===== config.mk =====
export PLATFORM = sky130hd
export DESIGN_NAME = key_stream_tx
export DESIGN_NICKNAME = d
export VERILOG_FILES = /design/src/rtl/key_stream_tx.sv
export SDC_FILE = /design/constraint.sdc
export NUM_CORES = 1
export LEC_CHECK = 0
export ABC_CLOCK_PERIOD_IN_PS = 6300
export BUFFER_PORTS_ARGS = -buffer_cell sky130_fd_sc_hd__buf_2
export CAP_MARGIN = 30
export CORE_MARGIN = 4
export CORE_UTILIZATION = 40
export DETAILED_ROUTE_END_ITERATION = 6
export GPL_TIMING_DRIVEN = 0
export PLACE_DENSITY_LB_ADDON = 0.25
export SYNTH_ARGS = -nofsm -noshare
export SYNTH_HDL_FRONTEND = slang
export SYNTH_SLANG_ARGS = --single-unit
export TNS_END_PERCENT = 50

===== constraint.sdc =====
create_clock -name Clk -period 6.3 [get_ports Clk]
set_input_delay 1.26 -clock Clk [delete_from_list [all_inputs] [get_ports Clk]]
set_output_delay 1.26 -clock Clk [all_outputs]
set_load 0.02 [all_outputs]

===== src/rtl/key_stream_tx.sv =====
// key_stream_tx: keyboard transmit side. ASCII bytes come in over a
// valid/ready handshake, sit in a small FIFO, and are replayed as one-hot
// pulses on a 128-line key bus (bit index = ASCII code). An ETX byte ends
// the stream: it is held on the bus with Done=1 until Restart.
module key_stream_tx #(
    parameter int DEPTH       = 16,
    parameter int HOLD_CYCLES = 1,
    parameter int GAP_CYCLES  = 0
) (
    input  logic                     Clk,
    input  logic                     Rst,
    input  logic [7:0]               InData,
    input  logic                     InValid,
    output logic                     InReady,
    input  logic                     Stall,
    input  logic                     Restart,
    output logic [127:0]             Keys,
    output logic [$clog2(DEPTH):0]   Level,
    output logic                     Done,
    output logic [7:0]               DropCnt
);

    localparam int AW      = $clog2(DEPTH);
    localparam int CNT_MAX = (HOLD_CYCLES > GAP_CYCLES) ? HOLD_CYCLES : GAP_CYCLES;
    localparam int CW      = (CNT_MAX < 2) ? 1 : $clog2(CNT_MAX);
    localparam logic [6:0] ETX = 7'h03;

    typedef enum logic [1:0] {IDLE, HOLD, GAP, DONE} state_t;

    state_t          state, state_nx;
    logic [CW-1:0]   cnt, cnt_nx;
    logic [127:0]    keys_nx;
    logic [6:0]      mem [DEPTH];
    logic [AW:0]     wr_ptr, rd_ptr;
    logic            etx_seen;
    logic            full, empty;
    logic            push, store, drop;
    logic            pop, flush, launch;
    logic [6:0]      head;

    // Extra wrap bit distinguishes full from empty when the indexes match.
    assign empty = (wr_ptr == rd_ptr);
    assign full  = (wr_ptr[AW] != rd_ptr[AW]) && (wr_ptr[AW-1:0] == rd_ptr[AW-1:0]);
    assign head  = mem[rd_ptr[AW-1:0]];

    // Ready ignores a same-cycle pop so the handshake never depends on the FSM.
    assign InReady = Rst && !full && !etx_seen;
    assign push    = InValid && InReady;
    assign store   = push && !InData[7];
    assign drop    = push && InData[7];

    assign Level = wr_ptr - rd_ptr;
    assign Done  = (state == DONE);

    // FIFO storage; contents need no reset since pointers define validity.
    always_ff @(posedge Clk) begin
        if (store) mem[wr_ptr[AW-1:0]] <= InData[6:0];
    end

    // Next-state logic. A new pulse may launch from IDLE or directly at the
    // end of a HOLD/GAP, so back-to-back bytes have no idle cycle between.
    always_comb begin
        state_nx = state;
        cnt_nx   = cnt;
        keys_nx  = Keys;
        pop      = 1'b0;
        flush    = 1'b0;
        launch   = 1'b0;
        case (state)
            IDLE: launch = 1'b1;
            HOLD: begin
                if (cnt == '0) begin
                    keys_nx = '0;
                    if (GAP_CYCLES > 0) begin
                        state_nx = GAP;
                        cnt_nx   = CW'(GAP_CYCLES > 0 ? GAP_CYCLES - 1 : 0);
                    end else begin
                        state_nx = IDLE;
                        launch   = 1'b1;
                    end
                end else begin
                    cnt_nx = cnt - 1'b1;
                end
            end
            GAP: begin
                if (cnt == '0) begin
                    state_nx = IDLE;
                    launch   = 1'b1;
                end else begin
                    cnt_nx = cnt - 1'b1;
                end
            end
            DONE: begin
                if (Restart) begin
                    state_nx = IDLE;
                    keys_nx  = '0;
                    flush    = 1'b1;
                end
            end
            default: state_nx = IDLE;
        endcase
        if (launch && !empty && !Stall) begin
            pop           = 1'b1;
            keys_nx       = '0;
            keys_nx[head] = 1'b1;
            if (head == ETX) begin
                state_nx = DONE;
            end else begin
                state_nx = HOLD;
                cnt_nx   = CW'(HOLD_CYCLES - 1);
            end
        end
    end

    // State, key bus, FIFO pointers, ETX latch and drop counter.
    always_ff @(posedge Clk or negedge Rst) begin
        if (!Rst) begin
            state    <= IDLE;
            cnt      <= '0;
            Keys     <= '0;
            wr_ptr   <= '0;
            rd_ptr   <= '0;
            etx_seen <= 1'b0;
            DropCnt  <= '0;
        end else begin
            state <= state_nx;
            cnt   <= cnt_nx;
            Keys  <= keys_nx;
            if (flush) begin
                wr_ptr   <= '0;
                rd_ptr   <= '0;
                etx_seen <= 1'b0;
            end else begin
                if (store) wr_ptr <= wr_ptr + 1'b1;
                if (pop)   rd_ptr <= rd_ptr + 1'b1;
                if (store && InData[6:0] == ETX) etx_seen <= 1'b1;
            end
            if (drop && DropCnt != 8'hFF) DropCnt <= DropCnt + 1'b1;
        end
    end

endmodule


==> impl_metrics.tcl, run 1 <==
set metrics [dict create \
    synthDistinctLibCells 72 \
    nNetsFinal 944 \
    diodes 0 \
    dpl.hpwl_um 20900 \
    rows 60 \
    grt_usage_pct 19.0 \
    synth_seq_cells 262 \
    multiInputGateArea_mm2 0.00359 \
    drive_gt1_share_pct 28.9 \
    avgViaCountPerCell 5.66 \
    path_max_fanout 10 \
    hold_viol_final 0 \
    ys_seq_area_share_pct 64.3 \
    final_cells 1309 \
    htree_levels 1 \
    max_slew_margin_pct 30.1 \
    drt_iter0_drc 690 \
    top_layer_used "met4" \
    setup_violations 0 \
    cts_tree "built" \
    syn-num-nets 755 \
    crit_buf_inv 4 \
    cp.required_ns 6.45 \
    syn-cell-area_mm2 0.0111 \
    cts_made_buffers 27 \
    cts_setup_buffers 0 \
    crit_slowest_cell "a2111oi_2" \
    area_growth_pct 19.7 \
    arrival_ns 4.86 \
    worstMarginPinSlew_ns 1.05 \
    synth_edf_count 112 \
    cts_max_path_buffers 3 \
    cp-end-kind "flip-flop" \
    synth_top_area_cell "dfrtp_1" \
    wl_met2_um 13600 \
    die_y_um 174 \
    cellLeakagePower_nw 5.74 \
    start_kind "flip-flop" \
    synth.most_common_cell "dfrtp_1" \
    fill_cells 2363 \
    hold_depth 2 \
    ys.flop_type "dfrtp_1" \
    clk_pin_slew_ns 0.06 \
    clockRootBuffer "clkbuf_16" \
    slew_viol_final 0 \
    core_mm2 0.0271 \
    numPortBuffers 155 \
    synthCells 727 \
    post-route-min-period_ns 4.71 \
    cp.depth 9 \
    wl_met1_um 13400 \
    setup_tns_ns 0 \
    ir_worst_vdd_mv 0.429 \
    rsz0062_at_grt "false" \
    path_class "flip-flop to flip-flop" \
    grt-ovfl-total 0 \
    seqCellArea_mm2 0.00712 \
    clock-sinks 262 \
    wl_per_cell_um 22.5 \
    vias 7408 \
    clk_latency_ns 0.53 \
    grt_pass1_wl_um 45400 \
    critPathTopFamily "simple AND/OR/NAND/NOR gates" \
    syn_area_per_cell_um2 15.2 \
    hold_buffers 0 \
    dr.pass1.iters 5 \
    dieWidth_um 174 \
    routed_wl_um 29400 \
    holdCritPathClass "flip-flop to flip-flop" \
    reg2regPathDepth 9 \
    synth_top_area_share_pct 33.9 \
    synth_common_cells "150 x dfrtp_1, 112 x edfxtp_1, 103 x a32o_1" \
    ys_warn_count 0 \
    drc 0 \
    ys_async_sr_fraction_pct 57.3 \
    globalplace.congestion 0.840 \
    ios 156 \
    path_cells "clkbuf_1 -> inv_1 -> clkbuf_1 -> buf_1 -> ha_1 -> and4_1 -> a2111oi_2 -> nand3_1 -> nor2_1" \
    grt_pass1_vias 7379 \
    min_period_over_period_pct 74.8 \
    ant_nets 0 \
    start_util_pct 40.9 \
    cp_common_cell "clkbuf_1" \
    cts_resized 0 \
    grt_max_degree 81 \
    fin_skew_ns 0.0126 \
    power_density_mw_per_mm2 464 \
    critPathMaxStageDelay_ns 0.96 \
    fmax_ghz 0.212 \
    grt_antenna_before_repair 0 \
    netlist_top_cells_area "dfrtp_1 34%, edfxtp_1 30%, a32o_1 9.3%" \
    dp.cells 1259 \
    cap_violations 0 \
    die-area_mm2 0.0304 \
    utilization_pct 48.9 \
    status "completed" \
    route.met3.wl_um 1890 \
]
## registers in the layout, summed over array words and instances, names as in the netlist
name	count
DropCnt	8
Keys	128
cnt	1
etx_seen	1
mem	112
rd_ptr	5
state	2
wr_ptr	5
## worst min-delay path, delay by kind of cell, from the launching register on
kind             cells  cell delay [ns]
AND/OR/NAND/NOR      1             0.05
flip-flops           1             0.34
AO/OA/AOI/OAI        1             0.05
## report_power, final
group,switching [mW],internal [mW],total (mW)
clock,0.637,0.950,1.59
combinational,1.78,0.802,2.58
sequential,0.0966,1.89,1.99
## stage by stage
step	setup WS, ns	instance area, um2	power (mW)	hold WS, ns
3_5_place_dp	1.46	12400	4.58	0.467
4_1_cts	1.64	13300	6.16	0.480
6_report	1.59	13300	6.16	0.477
2_1_floorplan	2.66	11100	3.70	0.457
5_1_grt	1.29	13300	6.47	0.497
3_3_place_gp	-0.575	12300	4.56	0.464
## per-layer routing
metal,track usage (%),up-vias
li1,-,3270
met2,29.4,259
met1,28.3,3838
met4,4.42,0
met5,0,-
met3,3.44,41
## cell usage in the layout (no fill, tap or decap), drive strengths merged, types with 4 or more instances in the layout
cell    instances
nand3          11
nand2b          4
o21a            5
a22o            6
dfrtp         150
nor3           11
o21ai           4
and3            5
edfxtp        112
clkbuf         71
clkinv          5
a21oi          12
or2             8
nand4           9
and2           16
xnor2          11
a32o          103
mux2           10
mux2i           8
inv            18
buf           188
xor2            6
o31ai          17
nand2          33
nor2           24
ha             14
mux4           29
nor3b           6
## cell families after synthesis
| logic type | count (synthesis) | share of synthesized area, % |
|---|---|---|
| compound gates | 172 | 14.5 |
| simple gates | 139 | 6.68 |
| fa+ha+maj | 15 | 1.76 |
| flops | 262 | 64.3 |
| buf+inv | 75 | 3.34 |
| xor+xnor | 17 | 1.34 |
| mux | 47 | 8.11 |
## final cells by class
| class | instances | share of cell area (%) |
|---|---|---|
| clock inverters | 9 | 0.906 |
| clock buffers | 41 | 5.72 |
| well taps | 372 | 3.51 |
| flip-flops and latches | 262 | 53.7 |
| inverters | 17 | 0.481 |
| plain buffers | 58 | 2.31 |
| repair buffers | 160 | 6.33 |
| multi-input cells | 390 | 27.1 |
## final timing paths
path	from	to	slack [ns]
worst max register to register	rd_ptr[3]	mem[12][5]	1.59
max in group asynchronous	Rst	DropCnt[3]	4.73
min in group asynchronous	Rst	Keys[11]	0.74
worst max-delay path	rd_ptr[3]	mem[12][5]	1.59
worst min-delay path	Keys[27]	Keys[27]	0.48
worst min register to register	Keys[27]	Keys[27]	0.48
Power figures use the tool's default switching activity.
==> run 2, diff against run 1 <==
--- a/config.mk
+++ b/config.mk
@@ -5,7 +5,7 @@
 export SDC_FILE = /design/constraint.sdc
 export NUM_CORES = 1
 export LEC_CHECK = 0
-export ABC_CLOCK_PERIOD_IN_PS = 6300
+export ABC_CLOCK_PERIOD_IN_PS = 3900
 export BUFFER_PORTS_ARGS = -buffer_cell sky130_fd_sc_hd__buf_2
 export CAP_MARGIN = 30
 export CORE_MARGIN = 4
==> constraint.sdc (replaced) <==
create_clock -name Clk -period 3.9 [get_ports Clk]
set_input_delay 0.78 -clock Clk [delete_from_list [all_inputs] [get_ports Clk]]
set_output_delay 0.78 -clock Clk [all_outputs]
set_load 0.02 [all_outputs]
==> impl_metrics.tcl, run 2 (same netlist as run 1, synthesis figures left out) <==
set metrics [dict create \
    wl_met1_um 13400 \
    seq_power_share_pct 32.2 \
    cp_common_cell "clkbuf_4" \
    final_cells 1309 \
    globalplace.congestion 0.840 \
    setup_violations 0 \
    htree_levels 1 \
    grt_pass1_wl_um 45600 \
    dpl.hpwl_um 20900 \
    clock-sinks 262 \
    cts_made_buffers 27 \
    seqCellArea_mm2 0.00712 \
    status "completed" \
    p_total_mw 9.99 \
    clkPwrFrac_pct 25.7 \
    cp.required_ns 3.12 \
    routed_wl_um 29400 \
    worstMarginPinSlew_ns 0.771 \
    fill_cells 2364 \
    ios 156 \
    nNetsFinal 944 \
    fmax_ghz 0.271 \
    post_dp_cell_area_mm2 0.0124 \
    grt_pass1_vias 7404 \
    arrival_ns 2.91 \
    dr.pass1.iters 5 \
    cellLeakagePower_nw 5.78 \
    diodes 0 \
    fin_skew_ns 0.0176 \
    path_max_fanout 10 \
    max_flop_register "Keys" \
    vias 7452 \
    hold_buffers 0 \
    fin_hold_ws_ns 0.255 \
    fin_area_mm2 0.0133 \
    area_growth_pct 20.5 \
    largest_reg_flops 128 \
    route.met3.wl_um 1770 \
    die-area_mm2 0.0304 \
    avgViaCountPerCell 5.69 \
    path_class "flip-flop to output port" \
    clk_latency_ns 0.54 \
    post-route-min-period_ns 3.69 \
    cts_max_path_buffers 3 \
    power_density_mw_per_mm2 748 \
    min_period_over_period_pct 94.7 \
    holdCritPathClass "primary input to async pin" \
    dp.cells 1259 \
    cts_tree "built" \
    cap_violations 0 \
    ant_nets 0 \
    path_cells "buf_4 -> clkbuf_4 -> clkbuf_4 -> inv_1 -> ha_1 -> a21o_1 -> a21oi_1 -> xor2_1 -> buf_2" \
    grt_antenna_before_repair 0 \
    die_y_um 174 \
    numPortBuffers 155 \
    drive_gt1_share_pct 30.8 \
    max_slew_margin_pct 48.3 \
    crit_buf_inv 5 \
    p_int_mw 5.90 \
    wl_met2_um 13600 \
    final_common_cell "buf_2" \
    slew_viol_final 0 \
    cp-end-kind "output port" \
    clockRootBuffer "clkbuf_16" \
    top_layer_used "met4" \
    start_kind "flip-flop" \
    grt_usage_pct 19.1 \
    hold_viol_final 0 \
    ir_worst_vdd_mv 0.693 \
    rsz0062_at_grt "false" \
    grt-ovfl-total 0 \
    critPathTopFamily "buffers and inverters" \
    core_mm2 0.0271 \
    drt_iter0_drc 754 \
    dieWidth_um 174 \
    rows 60 \
    drc 0 \
    swShare_pct 40.9 \
    wl_per_cell_um 22.5 \
    layout_common_cells "167 x buf_2, 150 x dfrtp_1, 112 x edfxtp_1" \
    utilization_pct 49.2 \
    p_sw_mw 4.08 \
    clk_pin_slew_ns 0.06 \
    multiInputGateArea_mm2 0.00365 \
    combPwrFrac_pct 42.2 \
    crit_slowest_cell "dfrtp_1" \
    grt_max_degree 81 \
    start_util_pct 40.9 \
    rrSetupSlack_ns 0.30 \
    critPathMaxStageDelay_ns 0.42 \
]
## run 2: cell counts in the layout (fill, tap and decap cells not counted)
Identical to the previous run, type by type.
## run 2: worst paths after layout
path / startpoint / end / depth (start not counted)
worst min-delay path: Rst / Keys[11] / 1
min in group Clk: Keys[27] / Keys[27] / 2
worst max-delay path: rd_ptr[2] / Level[4] / 9
worst min register to register: Keys[27] / Keys[27] / 2
worst max register to register: rd_ptr[2] / Keys[37] / 12
max in group asynchronous: Rst / DropCnt[4] / 2
## run 2: what timing repair did
action / in CTS / in global routing
setup endpoints to repair: 233 / 143
gates resized for setup: 17 / 12
setup buffers: 2 / 0
pin swaps: 1 / 0
## run 2: routing by layer
metal  track usage (%)  vias up
li1                  -     3273
met1              28.5     3868
met2              29.6      268
met3              3.20       43
met4              4.39        0
met5                 0        -
## run 2: cell type report
type,count,share of cell area [%]
well taps,372,3.49
inverters,17,0.478
clock inverters,9,0.900
plain buffers,56,2.37
multi-input cells,390,27.3
clock buffers,41,5.68
flip-flops and latches,262,53.3
repair buffers,162,6.40
## run 2: worst reg2reg max path, cell delays in order, from the launching register on
cell and delay (ns):
dfrtp_1 0.42, buf_4 0.24, clkbuf_4 0.27, clkbuf_4 0.27
inv_1 0.11, ha_1 0.36, nand4_1 0.16, o221ai_1 0.22
clkbuf_2 0.31, or3_1 0.46, o32ai_2 0.26, buf_4 0.29
a32o_1 0.19
## run 2: stage by stage
stage / TNS, ns / setup WS (ns)
2_1_floorplan: 0 / 0.261
3_3_place_gp: -292.02 / -2.49
3_5_place_dp: -59.43 / -0.760
4_1_cts: 0 / 0.0501
5_1_grt: 0 / 0.0197
6_report: 0 / 0.207
## run 2: power by group through the flow
stage | combinational [mW] | sequential, mW | clock [mW]
3_3_place_gp | 4.11 | 3.26 | 0
2_1_floorplan | 2.64 | 3.34 | 0
5_1_grt | 4.53 | 3.23 | 2.73
4_1_cts | 4.18 | 3.21 | 2.59
6_report | 4.21 | 3.21 | 2.56
3_5_place_dp | 4.13 | 3.26 | 0
==> run 3, diff against run 2 <==
--- a/config.mk
+++ b/config.mk
@@ -8,6 +8,7 @@
 export ABC_CLOCK_PERIOD_IN_PS = 3900
 export BUFFER_PORTS_ARGS = -buffer_cell sky130_fd_sc_hd__buf_2
 export CAP_MARGIN = 30
+export CORE_ASPECT_RATIO = 0.7
 export CORE_MARGIN = 4
 export CORE_UTILIZATION = 40
 export DETAILED_ROUTE_END_ITERATION = 6
==> impl_metrics.tcl, run 3 (same netlist as run 1, synthesis figures left out) <==
set metrics [dict create \
    arrival_ns 3.97 \
    wl_per_cell_um 23.9 \
    rows 50 \
    fill_cells 2384 \
    start_kind "flip-flop" \
    cp-end-kind "flip-flop" \
    layout_common_cells "168 x buf_2, 150 x dfrtp_1, 112 x edfxtp_1" \
    endpoint "mem[7][3]" \
    dr.pass1.iters 5 \
    final_cells 1298 \
    seq_power_share_pct 31.8 \
    seqCellArea_mm2 0.00712 \
    largest_reg_flops 128 \
    holdCritPathClass "primary input to async pin" \
    grt_usage_pct 20.4 \
    startpoint "rd_ptr[3]" \
    core_mm2 0.0270 \
    p_int_mw 5.90 \
    clock-sinks 262 \
    grt_antenna_before_repair 0 \
    combPwrFrac_pct 42.4 \
    vias 7534 \
    ant_nets 0 \
    diodes 0 \
    worstMarginPinSlew_ns 0.837 \
    fin_skew_ns 0.00942 \
    cts_setup_buffers 0 \
    cp.required_ns 4.15 \
    clk_latency_ns 0.54 \
    die-area_mm2 0.0305 \
    die_y_um 147 \
    grt_pass1_wl_um 47300 \
    reg2reg_to "mem[7][3]" \
    setup_tns_ns 0 \
    final_common_cell "buf_2" \
    dpl.hpwl_um 22300 \
    ios 156 \
    clkPwrFrac_pct 25.7 \
    routed_wl_um 31100 \
    rrSetupSlack_ns 0.18 \
    cap_violations 0 \
    start_util_pct 41.0 \
    dp.cells 1253 \
    dp_slack_ns -0.301 \
    reg2regPathDepth 10 \
    setup_violations 0 \
    nNetsFinal 942 \
    rsz0062_at_grt "true" \
    min_period_over_period_pct 95.3 \
    globalplace.congestion 0.815 \
    post-route-min-period_ns 3.72 \
    swShare_pct 41.6 \
    multiInputGateArea_mm2 0.00359 \
    slew_viol_final 0 \
    status "completed" \
    cts_made_buffers 26 \
    hold_viol_final 0 \
    drc 0 \
    avgViaCountPerCell 5.80 \
    fmax_ghz 0.269 \
    r2r-start "rd_ptr[3]" \
    path_class "flip-flop to flip-flop" \
    path_max_fanout 11 \
    clk_pin_slew_ns 0.06 \
    drive_gt1_share_pct 31.4 \
    area_growth_pct 20.0 \
    dieWidth_um 207 \
    ir_worst_vdd_mv 0.597 \
    fin_area_mm2 0.0133 \
    post_dp_cell_area_mm2 0.0124 \
    grt_max_degree 88 \
    setup_ws_ns 0.182 \
    cellLeakagePower_nw 5.80 \
    drt_iter0_drc 676 \
    cts_max_path_buffers 3 \
    hold_buffers 0 \
    htree_levels 1 \
    clockRootBuffer "clkbuf_16" \
    cts_tree "built" \
    grt-ovfl-total 0 \
    numPortBuffers 155 \
    p_total_mw 10.1 \
    power_density_mw_per_mm2 759 \
    p_sw_mw 4.20 \
    max_flop_register "Keys" \
    grt_pass1_vias 7380 \
    max_slew_margin_pct 44.0 \
]
==> run 3: cell types whose count changed in the layout (fill, tap and decap cells not counted), sizes merged <==
cell / before / now
clkinvlp: 0 / 1
clkinv: 5 / 6
clkbuf: 71 / 67
bufinv: 3 / 1
buf: 188 / 189
==> run 3: critical path, stage by stage, from the launching register on <==
cell and delay [ns]:
dfrtp_1 0.32, clkbuf_1 0.37, inv_1 0.30, buf_2 0.29
ha_1 0.36, and4_1 0.24, a2111oi_2 0.34, buf_4 0.23
nand2_1 0.12, nor3_1 0.60, buf_4 0.27
==> run 3: area by class of cell <==
type | instances | area share [%]
sequential | 262 | 53.5
multi-input combinational | 390 | 27.0
timing repair buffer | 162 | 6.41
clock buffer | 39 | 6.18
tap | 364 | 3.43
buffer | 55 | 2.33
clock inverter | 9 | 0.602
inverter | 17 | 0.480
==> run 3: power groups by stage <==
| stage | clock network [mW] | registers [mW] | logic [mW] |
|---|---|---|---|
| floorplan | 0 | 3.34 | 2.64 |
| global placement | 0 | 3.26 | 4.19 |
| detailed placement | 0 | 3.26 | 4.21 |
| CTS | 2.65 | 3.21 | 4.25 |
| global route | 2.75 | 3.24 | 4.60 |
| finish | 2.60 | 3.21 | 4.28 |
==> run 3: through the flow <==
stage                     hold slack, ns  utilization, %
after floorplan                    0.457               -
after global routing               0.276            49.2
after CTS                          0.244            49.2
final                              0.220            49.2
after global placement             0.467            45.5
after detailed placement           0.463            45.8
==> run 3: what timing repair did <==
item / 4_1_cts / 5_1_grt
gates cloned: 0 / 0
endpoints found under the setup margin: 174 / 200
resized for setup: 10 / 4
==> run 3: metal layers <==
layer / routed length, um / track usage [%] / vias up
li1: - / - / 3279
met1: 14900 / 33.9 / 3893
met2: 12800 / 27.0 / 326
met3: 2840 / 5.14 / 36
met4: 451 / 3.37 / 0
met5: 0 / 0 / -
==> run 3: worst min-delay path by stage <==
stage / depth (start not counted) / slack [ns] / end
after CTS: 1 / 0.24 / Keys[101]
final: 1 / 0.22 / Keys[73]
after detailed placement: 2 / 0.46 / Keys[105]
after floorplan: 2 / 0.46 / etx_seen
after global routing: 1 / 0.28 / Keys[73]
after global placement: 2 / 0.47 / Keys[9]
